===== src/rtl/tile_mem_arb_pkg.sv =====
// rtl/tile_mem_arb_pkg.sv - shared encodings and helpers for the tile memory arbiter
package tile_mem_arb_pkg;

    typedef enum logic {
        M_XRD = 1'b0,
        M_XWR = 1'b1
    } mem_fcn_e;

    typedef enum logic [2:0] {
        MT_X  = 3'd0,
        MT_B  = 3'd1,
        MT_H  = 3'd2,
        MT_W  = 3'd3,
        MT_BU = 3'd5,
        MT_HU = 3'd6
    } mem_typ_e;

    localparam int MAX_PORTS = 16;

    function automatic int id_width_f(input int num_ports);
        return (num_ports > 1) ? $clog2(num_ports) : 1;
    endfunction

    function automatic logic [MAX_PORTS-1:0] onehot_f(input logic [3:0] id);
        return MAX_PORTS'(1) << id;
    endfunction

endpackage


===== src/rtl/tile_arb_id_fifo.sv =====
// rtl/tile_arb_id_fifo.sv - requester-ID FIFO tracking in-flight memory requests in issue order
module tile_arb_id_fifo #(
    parameter int DEPTH = 4,
    parameter int WIDTH = 2,
    localparam int PTR_W = (DEPTH > 1) ? $clog2(DEPTH) : 1,
    localparam int CNT_W = $clog2(DEPTH) + 1
) (
    input  logic             clk,
    input  logic             rst,
    input  logic             push,
    input  logic [WIDTH-1:0] push_data,
    input  logic             pop,
    output logic [WIDTH-1:0] head,
    output logic             full,
    output logic             empty,
    output logic [CNT_W-1:0] count
);

    logic [WIDTH-1:0] mem [DEPTH];
    logic [PTR_W-1:0] wr_ptr;
    logic [PTR_W-1:0] rd_ptr;
    logic             do_push;
    logic             do_pop;

    function automatic logic [PTR_W-1:0] ptr_inc(input logic [PTR_W-1:0] p);
        return (p == PTR_W'(DEPTH - 1)) ? '0 : p + 1'b1;
    endfunction

    assign full    = (count == CNT_W'(DEPTH));
    assign empty   = (count == '0);
    assign do_push = push && !full;
    assign do_pop  = pop && !empty;
    assign head    = mem[rd_ptr];

    always_ff @(posedge clk) begin
        if (do_push) begin
            mem[wr_ptr] <= push_data;
        end
    end

    always_ff @(posedge clk or posedge rst) begin
        if (rst) begin
            wr_ptr <= '0;
            rd_ptr <= '0;
            count  <= '0;
        end else begin
            if (do_push) begin
                wr_ptr <= ptr_inc(wr_ptr);
            end
            if (do_pop) begin
                rd_ptr <= ptr_inc(rd_ptr);
            end
            count <= count + CNT_W'(do_push) - CNT_W'(do_pop);
        end
    end

endmodule


===== src/rtl/tile_mem_arbiter.sv =====
// rtl/tile_mem_arbiter.sv - round-robin N-to-1 tile memory arbiter with in-order response routing
// Define TILE_MEM_ARB_PERF_EN to add per-port grant counters and a stall counter.
module tile_mem_arbiter
    import tile_mem_arb_pkg::*;
#(
    parameter int NUM_PORTS       = 4,
    parameter int ADDR_W          = 32,
    parameter int DATA_W          = 32,
    parameter int MAX_OUTSTANDING = 4
) (
    input  logic                        clk,
    input  logic                        rst,
    input  logic [NUM_PORTS-1:0]        req_valid,
    output logic [NUM_PORTS-1:0]        req_ready,
    input  logic [NUM_PORTS*ADDR_W-1:0] req_addr,
    input  logic [NUM_PORTS*DATA_W-1:0] req_wdata,
    input  logic [NUM_PORTS-1:0]        req_fcn,
    input  logic [NUM_PORTS*3-1:0]      req_typ,
    output logic [NUM_PORTS-1:0]        resp_valid,
    output logic [DATA_W-1:0]           resp_rdata,
    output logic                        mem_req_valid,
    input  logic                        mem_req_ready,
    output logic [ADDR_W-1:0]           mem_req_addr,
    output logic [DATA_W-1:0]           mem_req_wdata,
    output logic                        mem_req_fcn,
    output logic [2:0]                  mem_req_typ,
    input  logic                        mem_resp_valid,
    input  logic [DATA_W-1:0]           mem_resp_rdata
`ifdef TILE_MEM_ARB_PERF_EN
    ,
    output logic [NUM_PORTS*32-1:0]     grant_cnt,
    output logic [31:0]                 stall_cnt
`endif
);

    localparam int ID_W  = id_width_f(NUM_PORTS);
    localparam int CNT_W = $clog2(MAX_OUTSTANDING) + 1;

    logic [ID_W-1:0]  rr_ptr;
    logic [ID_W-1:0]  winner;
    logic [ID_W-1:0]  idx;
    logic [ID_W-1:0]  head_id;
    logic             any_valid;
    logic             fifo_full;
    logic             fifo_empty;
    logic             fire;
    logic             pop;
    logic [CNT_W-1:0] unused_fifo_count;

    // Scan from the highest offset down so the lowest offset from rr_ptr wins.
    always_comb begin
        winner    = '0;
        idx       = '0;
        any_valid = 1'b0;
        for (int i = NUM_PORTS - 1; i >= 0; i--) begin
            idx = ID_W'((int'(rr_ptr) + i) % NUM_PORTS);
            if (req_valid[idx]) begin
                winner    = idx;
                any_valid = 1'b1;
            end
        end
    end

    assign mem_req_addr  = req_addr[int'(winner)*ADDR_W +: ADDR_W];
    assign mem_req_wdata = req_wdata[int'(winner)*DATA_W +: DATA_W];
    assign mem_req_fcn   = req_fcn[winner];
    assign mem_req_typ   = req_typ[int'(winner)*3 +: 3];

    // rst gating keeps the combinational handshake outputs at zero during reset.
    assign mem_req_valid = !rst && any_valid && !fifo_full;
    assign fire          = mem_req_valid && mem_req_ready;
    assign req_ready     = fire ? NUM_PORTS'(onehot_f(4'(winner))) : '0;
    assign pop           = mem_resp_valid && !fifo_empty;

    tile_arb_id_fifo #(
        .DEPTH (MAX_OUTSTANDING),
        .WIDTH (ID_W)
    ) u_id_fifo (
        .clk       (clk),
        .rst       (rst),
        .push      (fire),
        .push_data (winner),
        .pop       (pop),
        .head      (head_id),
        .full      (fifo_full),
        .empty     (fifo_empty),
        .count     (unused_fifo_count)
    );

    always_ff @(posedge clk or posedge rst) begin
        if (rst) begin
            rr_ptr <= '0;
        end else if (fire) begin
            rr_ptr <= (int'(winner) == NUM_PORTS - 1) ? '0 : winner + 1'b1;
        end
    end

    always_ff @(posedge clk or posedge rst) begin
        if (rst) begin
            resp_valid <= '0;
            resp_rdata <= '0;
        end else begin
            resp_valid <= '0;
            if (pop) begin
                resp_valid <= NUM_PORTS'(onehot_f(4'(head_id)));
                resp_rdata <= mem_resp_rdata;
            end
        end
    end

`ifdef TILE_MEM_ARB_PERF_EN
    always_ff @(posedge clk or posedge rst) begin
        if (rst) begin
            grant_cnt <= '0;
            stall_cnt <= '0;
        end else begin
            if (fire) begin
                grant_cnt[int'(winner)*32 +: 32] <= grant_cnt[int'(winner)*32 +: 32] + 32'd1;
            end
            if (any_valid && !fire) begin
                stall_cnt <= stall_cnt + 32'd1;
            end
        end
    end
`endif

endmodule


===== config.mk =====
export PLATFORM = sky130hd
export DESIGN_NAME = tile_mem_arbiter
export DESIGN_NICKNAME = d
export VERILOG_FILES = /design/src/rtl/tile_mem_arb_pkg.sv /design/src/rtl/tile_arb_id_fifo.sv /design/src/rtl/tile_mem_arbiter.sv
export SDC_FILE = /design/constraint.sdc
export NUM_CORES = 1
export LEC_CHECK = 0
export CAP_MARGIN = 20
export CORE_AREA = 2 2 163 165
export CTS_CLUSTER_SIZE = 20
export DETAILED_ROUTE_END_ITERATION = 7
export DIE_AREA = 0 0 165 167
export DONT_BUFFER_PORTS = 1
export GPL_ROUTABILITY_DRIVEN = 0
export PLACE_DENSITY = 0.3
export SLEW_MARGIN = 40
export SYNTH_ARGS = -nofsm -noshare
export SYNTH_HDL_FRONTEND = slang
export SYNTH_SLANG_ARGS = --single-unit
export TNS_END_PERCENT = 50

===== constraint.sdc =====
create_clock -name clk -period 2 [get_ports clk]
set_input_delay 0.2 -clock clk [delete_from_list [all_inputs] [get_ports clk]]
set_output_delay 0.2 -clock clk [all_outputs]
set_load 0.03 [all_outputs]

==> results.md, run 1 <==
* Die Ht at 167 µm
* Drt first-iter violations at 206
* Sink Count at 53
* Cell Rows at 59
* Failing checks: setup timing
* Critical path peak fanout at 6
* Outcome: finished with violations
* Nets at 872
* DIE AREA at 27600 µm²
* Number of cells on the worst reg-to-reg path at 9
* CTS tree: built
* Register bit total from synthesis at 53
* Synth area leader: mux2i_1
* Commonest cells after routing, fill and taps aside: 172 x mux2i_1, 103 x nand2_1, 74 x buf_4
* Most common cell after layout, fill and taps aside: mux2i_1
* Power after layout at 10.7 mW
* Fillers at 2744
* P&R area growth vs syn at 47.9%
* Final ANT Viol Nets at 0
* Ratio of cells with drive above 1 in the final layout at 32.7%
* Final WS setup at -0.419 ns
* Worst-skew pair later-pin latency at 0.29 ns
* PD cells at 1620 nW/µm²
* Sequential area share after synthesis at 30.8%
* Crit. End Element: output pin
* RSZ-0062 raised after global routing: true
* Total number of vias at 3867
* Hold crit path type: input port to flip-flop
* Clock Tree Buf Depth at 2
* IO buf count at 0
* Register area at 1370 µm²
* Hold slack at 0.0140 ns
* Setup Viol. Count Final at 73
* Final core occ at 25.5%
* Post-synth EDFFs at 8
* Library cells used by synthesis at 31
* Worst clock skew at 0.00425 ns
* Hold Crit Depth at 2
* CTS Buf Count at 5
* Crit path DAT at 2.22 ns
* Max-capacitance violation count at 0
* Post-Synthesis Cells at 449
* H-tree levels at 2
* Setup TNS at -24.46 ns
* Final min period at 2.42 ns
* Pin count of the biggest net entering global routing at 38
* Synth warn at 0
* Vias per Instance at 4.37
* Die X at 165 µm
* Req. time, crit path at 1.80 ns
* Initial antenna violation count at 1
* Syn Area/Cell at 9.90 µm²
* WS Path Type: flip-flop to output pin
* DR pass1 iterations at 4
* I/O pin cnt at 421
* Clk root buf: clkbuf_16
* WL final at 19600 µm
* GR Overflow Total at 0
* Critical hold path startpoint: mem_resp_rdata[23]
* Clock slew at reported path FFs at 0.07 ns
* Initial Util at 17.2%
* Highest Clock Rate at 413 MHz
* Tcrit/Tclk final at 121%
* DRC at 0
* Final HPWL DP at 15600 µm
* Flop-to-flop setup slack at -0.11 ns
* Top-area cell type share of the netlist area at 46.2%
* Rel. slew slack at 71.5%
* Leading register cell type out of synthesis: dfrtp_1
* Synthesized area at 4440 µm²
* Vias in the first global route at 4071
* Slew @ Worst Pin at 0.419 ns
* Overall Global Routing Usage at 13.1%
* Syn_nets at 773
* Hold Vio Cnt, Final at 0
* Worst Hold Path EP: resp_rdata[23]$_DFFE_PP0P_
* Core ar. at 25800 µm²
* Top post-synthesis cells by area: mux2i_1 46%, dfrtp_1 25%, nand2_1 8.7%, edfxtp_1 5.4%, ha_1 3.1%
* Slew Viols, Final at 0
* Worst Setup Start Kind: flip-flop
* First-pass GRT wire length at 26400 µm
* Peak VDD IR at 0.700 mV
* Pleak at 3.11 nW
* Worst R2R End: rr_ptr[1]$_DFFE_PP0P_
* Critical R2R Launch: rr_ptr[1]$_DFFE_PP0P_
* Multi-input logic area at 3170 µm²
* Post-synth ARST share at 84.9%
* DR WL/cell at 22.1 µm
cells in the mapped netlist (all sizes together), types with 2 or more instances:
| cell | count |
|---|---|
| mux2i | 205 |
| nand2 | 103 |
| dfrtp | 45 |
| buf | 18 |
| clkbuf | 12 |
| ha | 11 |
| inv | 11 |
| and3 | 9 |
| edfxtp | 8 |
| a21oi | 3 |
| mux4 | 2 |
| nor2 | 2 |
| nor3 | 2 |
| nor3b | 2 |
| o21ai | 2 |
flip-flops by register name (all words and copies together) (netlist names):
register	count
u_id_fifo.mem	8
rr_ptr	2
resp_valid	4
u_id_fifo.wr_ptr	2
u_id_fifo.rd_ptr	2
resp_rdata	32
u_id_fifo.count	3
routing by layer:
metal	vias to the layer above	routed length (µm)	track usage, %
met5	-	10	0
met4	2	358	3.25
met3	20	1830	4.11
met2	215	9780	22.4
met1	1847	7610	15.9
li1	1783	-	-
worst max-delay path, stage by stage (launching register included):
cell and delay, ns:
dfrtp_2 0.44, buf_6 0.13, nor3b_4 0.22, a211oi_4 0.07
buf_6 0.15, buf_12 0.14, buf_12 0.13, mux2i_2 0.15
buf_4 0.14, mux2i_4 0.34
cell type report:
cell class                      count  area share (%)
Clock buffer                        6            2.11
Multi-Input combinational cell    355            48.2
Clock inverter                      1           0.114
Sequential cell                    53            20.8
Timing Repair Buffer              122            21.6
Inverter                           11           0.743
Antenna cell                        2          0.0762
Tap cell                          335            6.38
how the worst max path moves through the flow:
stage	start	endpoint	cells past startpoint	slack, ns
after floorplan	rr_ptr[0]$_DFFE_PP0P_	mem_req_wdata[0]	6	-0.09
after global placement	rr_ptr[1]$_DFFE_PP0P_	mem_req_wdata[8]	8	-0.27
after detailed placement	rr_ptr[1]$_DFFE_PP0P_	mem_req_wdata[8]	9	-0.29
after CTS	rr_ptr[1]$_DFFE_PP0P_	mem_req_typ[1]	9	-0.47
after global routing	rr_ptr[1]$_DFFE_PP0P_	mem_req_addr[4]	9	-0.51
final	rr_ptr[1]$_DFFE_PP0P_	mem_req_wdata[18]	9	-0.42
what timing repair did:
action / in CTS / in global routing
endpoints found under the hold margin: 10 / 1
buffers inserted: 9 / 4
gates cloned: 9 / 3
hold buffers: 1 / 1
pin swaps: 1 / 7
resized for setup: 29 / 52
endpoints found under the setup margin: 73 / 74
per-stage QoR:
stage | std cells | setup WS (ns) | cell area, µm²
2_1_floorplan | 449 | -0.0873 | 4560
3_3_place_gp | 850 | -0.269 | 5670
3_5_place_dp | 850 | -0.289 | 5670
4_1_cts | 876 | -0.472 | 6300
5_1_grt | 883 | -0.514 | 6570
6_report | 885 | -0.419 | 6570
logic make-up (layout without fill, tap and decap cells):
group	after synthesis	count (layout)	synth area share, %
flip-flops	53	53	30.8
AO/OA/AOI/OAI	11	11	1.86
XOR/XNOR	2	2	0.394
multiplexers	208	208	47.5
adder cells (fa/ha/maj)	12	12	3.55
other	0	2	0
buffers and inverters	41	140	4.70
AND/OR/NAND/NOR	122	122	11.3
power by group:
group          internal, mW  switching (mW)
combinational          3.58            4.00
clock                 0.492           0.377
sequential             1.45           0.768
total                  5.53            5.15
Note: power is estimated with default switching activity, not from simulation.
==> run 2, diff against run 1 <==
--- a/config.mk
+++ b/config.mk
@@ -6,10 +6,10 @@
 export NUM_CORES = 1
 export LEC_CHECK = 0
 export CAP_MARGIN = 20
-export CORE_AREA = 2 2 163 165
+export CORE_AREA = 2 2 164 166
 export CTS_CLUSTER_SIZE = 20
 export DETAILED_ROUTE_END_ITERATION = 7
-export DIE_AREA = 0 0 165 167
+export DIE_AREA = 0 0 166 168
 export DONT_BUFFER_PORTS = 1
 export GPL_ROUTABILITY_DRIVEN = 0
 export PLACE_DENSITY = 0.3
==> results.md, run 2 (same netlist as run 1, synthesis figures left out) <==
* Hold Vio Cnt, Final at 0 (unchanged)
* Cell Rows at 60 (was 59)
* Dpl cells at 851 (was 850)
* CTS tree: built (unchanged)
* Final WS setup at -0.412 ns (was -0.419 ns)
* Pin count of the biggest net entering global routing at 38 (unchanged)
* Max reg flops at 32 (unchanged)
* PD cells at 1620 nW/µm² (about the same)
* Worst-skew pair later-pin latency at 0.29 ns (about the same)
* Tcrit/Tclk final at 121% (about the same)
* Register area at 1370 µm² (unchanged)
* Power after layout at 10.7 mW (about the same)
* Initial antenna violation count at 4 (was 1)
* Biggest regs: resp_rdata (32), u_id_fifo.mem (8), resp_valid (4) (unchanged)
* Drt first-iter violations at 175 (was 206)
* Peak VDD IR at 0.505 mV (was 0.700 mV)
* Pleak at 3.06 nW (was 3.11 nW)
* Commonest cells after routing, fill and taps aside: 166 x mux2i_1, 102 x nand2_1, 81 x buf_4 (was 172 x mux2i_1, 103 x nand2_1, 74 x buf_4)
* I/O pin cnt at 421 (unchanged)
* Final HPWL DP at 14200 µm (was 15600 µm)
* Final min period at 2.41 ns (was 2.42 ns)
* First-pass GRT wire length at 25400 µm (was 26400 µm)
* GR Overflow Total at 0 (unchanged)
* Clk root buf: clkbuf_16 (unchanged)
* RSZ-0062 raised after global routing: true (unchanged)
* Hold crit path type: input port to flip-flop (unchanged)
* Rel. slew slack at 71.5% (about the same)
* Nets at 863 (was 872)
* Critical path peak fanout at 17 (was 6)
* Worst Setup Start Kind: flip-flop (unchanged)
* DRC at 0 (unchanged)
* Multi-input logic area at 3300 µm² (was 3170 µm²)
* Crit path DAT at 2.21 ns (was 2.22 ns)
* DR WL/cell at 21.2 µm (was 22.1 µm)
* Post-Layout Cell Count at 885 (unchanged)
* Slew @ Worst Pin at 0.427 ns (was 0.419 ns)
* Ratio of cells with drive above 1 in the final layout at 33.1% (was 32.7%)
* Worst clock skew at 0.00545 ns (was 0.00425 ns)
* Highest Clock Rate at 415 MHz (was 413 MHz)
* DIE AREA at 27900 µm² (was 27600 µm²)
* CTS Buf Count at 5 (unchanged)
* WS Path Type: flip-flop to output pin (unchanged)
* Vias in the first global route at 3981 (was 4071)
* Die Ht at 168 µm (was 167 µm)
* Clock Tree Buf Depth at 2 (unchanged)
* WL final at 18800 µm (was 19600 µm)
* Core ar. at 26400 µm² (was 25800 µm²)
* Vias per Instance at 4.35 (was 4.37)
* DR pass1 iterations at 4 (unchanged)
* Initial Util at 16.9% (was 17.2%)
* Final ANT Viol Nets at 0 (unchanged)
* Crit. End Element: output pin (unchanged)
* Fillers at 2776 (was 2744)
* Req. time, crit path at 1.80 ns (about the same)
* Final core occ at 25.0% (was 25.5%)
* Die X at 166 µm (was 165 µm)
* Total number of vias at 3854 (was 3867)
* Sink Count at 53 (unchanged)
* Clock slew at reported path FFs at 0.07 ns (about the same)
* H-tree levels at 2 (unchanged)
* Biggest register: resp_rdata (unchanged)
* Outcome: finished with violations (unchanged)
* Most common cell after layout, fill and taps aside: mux2i_1 (unchanged)
* Overall Global Routing Usage at 12.1% (was 13.1%)
* IO buf count at 0 (unchanged)
* Failing checks: setup timing (unchanged)
* Max-capacitance violation count at 0 (unchanged)
* Slew Viols, Final at 0 (unchanged)
* P&R area growth vs syn at 48.5% (was 47.9%)
* Setup Viol. Count Final at 73 (unchanged)
==> run 2: changes by cell type in the layout (fill, tap and decap cells not counted), moves of 2 or more <==
| cell | before | now |
|---|---|---|
| buf_12 | 12 | 9 |
| buf_4 | 74 | 81 |
| buf_6 | 17 | 4 |
| diode_2 | 2 | 4 |
| mux2i_1 | 172 | 166 |
| mux2i_2 | 23 | 17 |
| mux2i_4 | 10 | 22 |
==> run 2: final timing paths <==
path | startpoint | end | slack [ns] | depth (start not counted)
setup / recovery | rr_ptr[1]$_DFFE_PP0P_ | mem_req_wdata[26] | -0.41 | 8
hold / removal | mem_resp_rdata[5] | resp_rdata[5]$_DFFE_PP0P_ | 0.01 | 2
setup reg to reg | rr_ptr[1]$_DFFE_PP0P_ | rr_ptr[1]$_DFFE_PP0P_ | -0.04 | 8
hold reg to reg | u_id_fifo.rd_ptr[1]$_DFFE_PP0P_ | u_id_fifo.rd_ptr[1]$_DFFE_PP0P_ | 0.58 | 2
max in group asynchronous | rst | resp_rdata[25]$_DFFE_PP0P_ | 1.11 | 3
min in group asynchronous | rst | u_id_fifo.count[0]$_DFF_PP0_ | 0.39 | 2
==> run 2: per-stage QoR <==
stage               setup TNS, ns  area (µm²)  setup slack, ns  hold WS, ns
floorplan                   -4.46        4560          -0.0873        0.305
global placement            -7.27        5630           -0.309        0.118
detailed placement          -9.84        5630           -0.343        0.120
CTS                        -25.95        6350           -0.417      0.00364
global route               -32.01        6590           -0.501      0.00196
finish                     -25.14        6600           -0.412       0.0132
==> run 2: timing repair <==
item / in CTS / in global routing
setup buffers: 10 / 1
setup endpoints to repair: 73 / 73
hold buffers: 1 / 0
gates cloned: 7 / 3
pin swaps: 4 / 2
endpoints found under the hold margin: 17 / 0
resized for setup: 63 / 26
==> run 2: cell type report <==
type,count,share of cell area (%)
Clock inverter,1,0.455
Clock buffer,7,2.16
Inverter,11,0.740
Timing Repair Buffer,113,19.2
Tap cell,341,6.47
Sequential cell,53,20.7
Multi-Input combinational cell,355,50.1
Antenna cell,4,0.152
==> run 2: metal layers <==
metal  global-route usage (%)  part of all wire [%]  wire [µm]
met5                        0                     0          0
met4                     3.89                   2.5        474
met3                     4.11                   9.1       1700
met2                     21.2                    51       9540
met1                     13.8                    38       7080
==> run 2: worst max-delay path, stage by stage (launching register included) <==
cell      delay, ns
dfrtp_2        0.46
mux2i_2        0.18
a211oi_4       0.25
buf_12         0.16
buf_12         0.15
buf_16         0.18
mux2i_4        0.24
mux2i_2        0.11
buf_4          0.18
==> run 2: where the power goes <==
| part | internal [mW] | total, mW | switching [mW] |
|---|---|---|---|
| Clock | 0.626 | 1.01 | 0.380 |
| Combinational | 3.48 | 7.45 | 3.97 |
| Sequential | 1.45 | 2.23 | 0.771 |
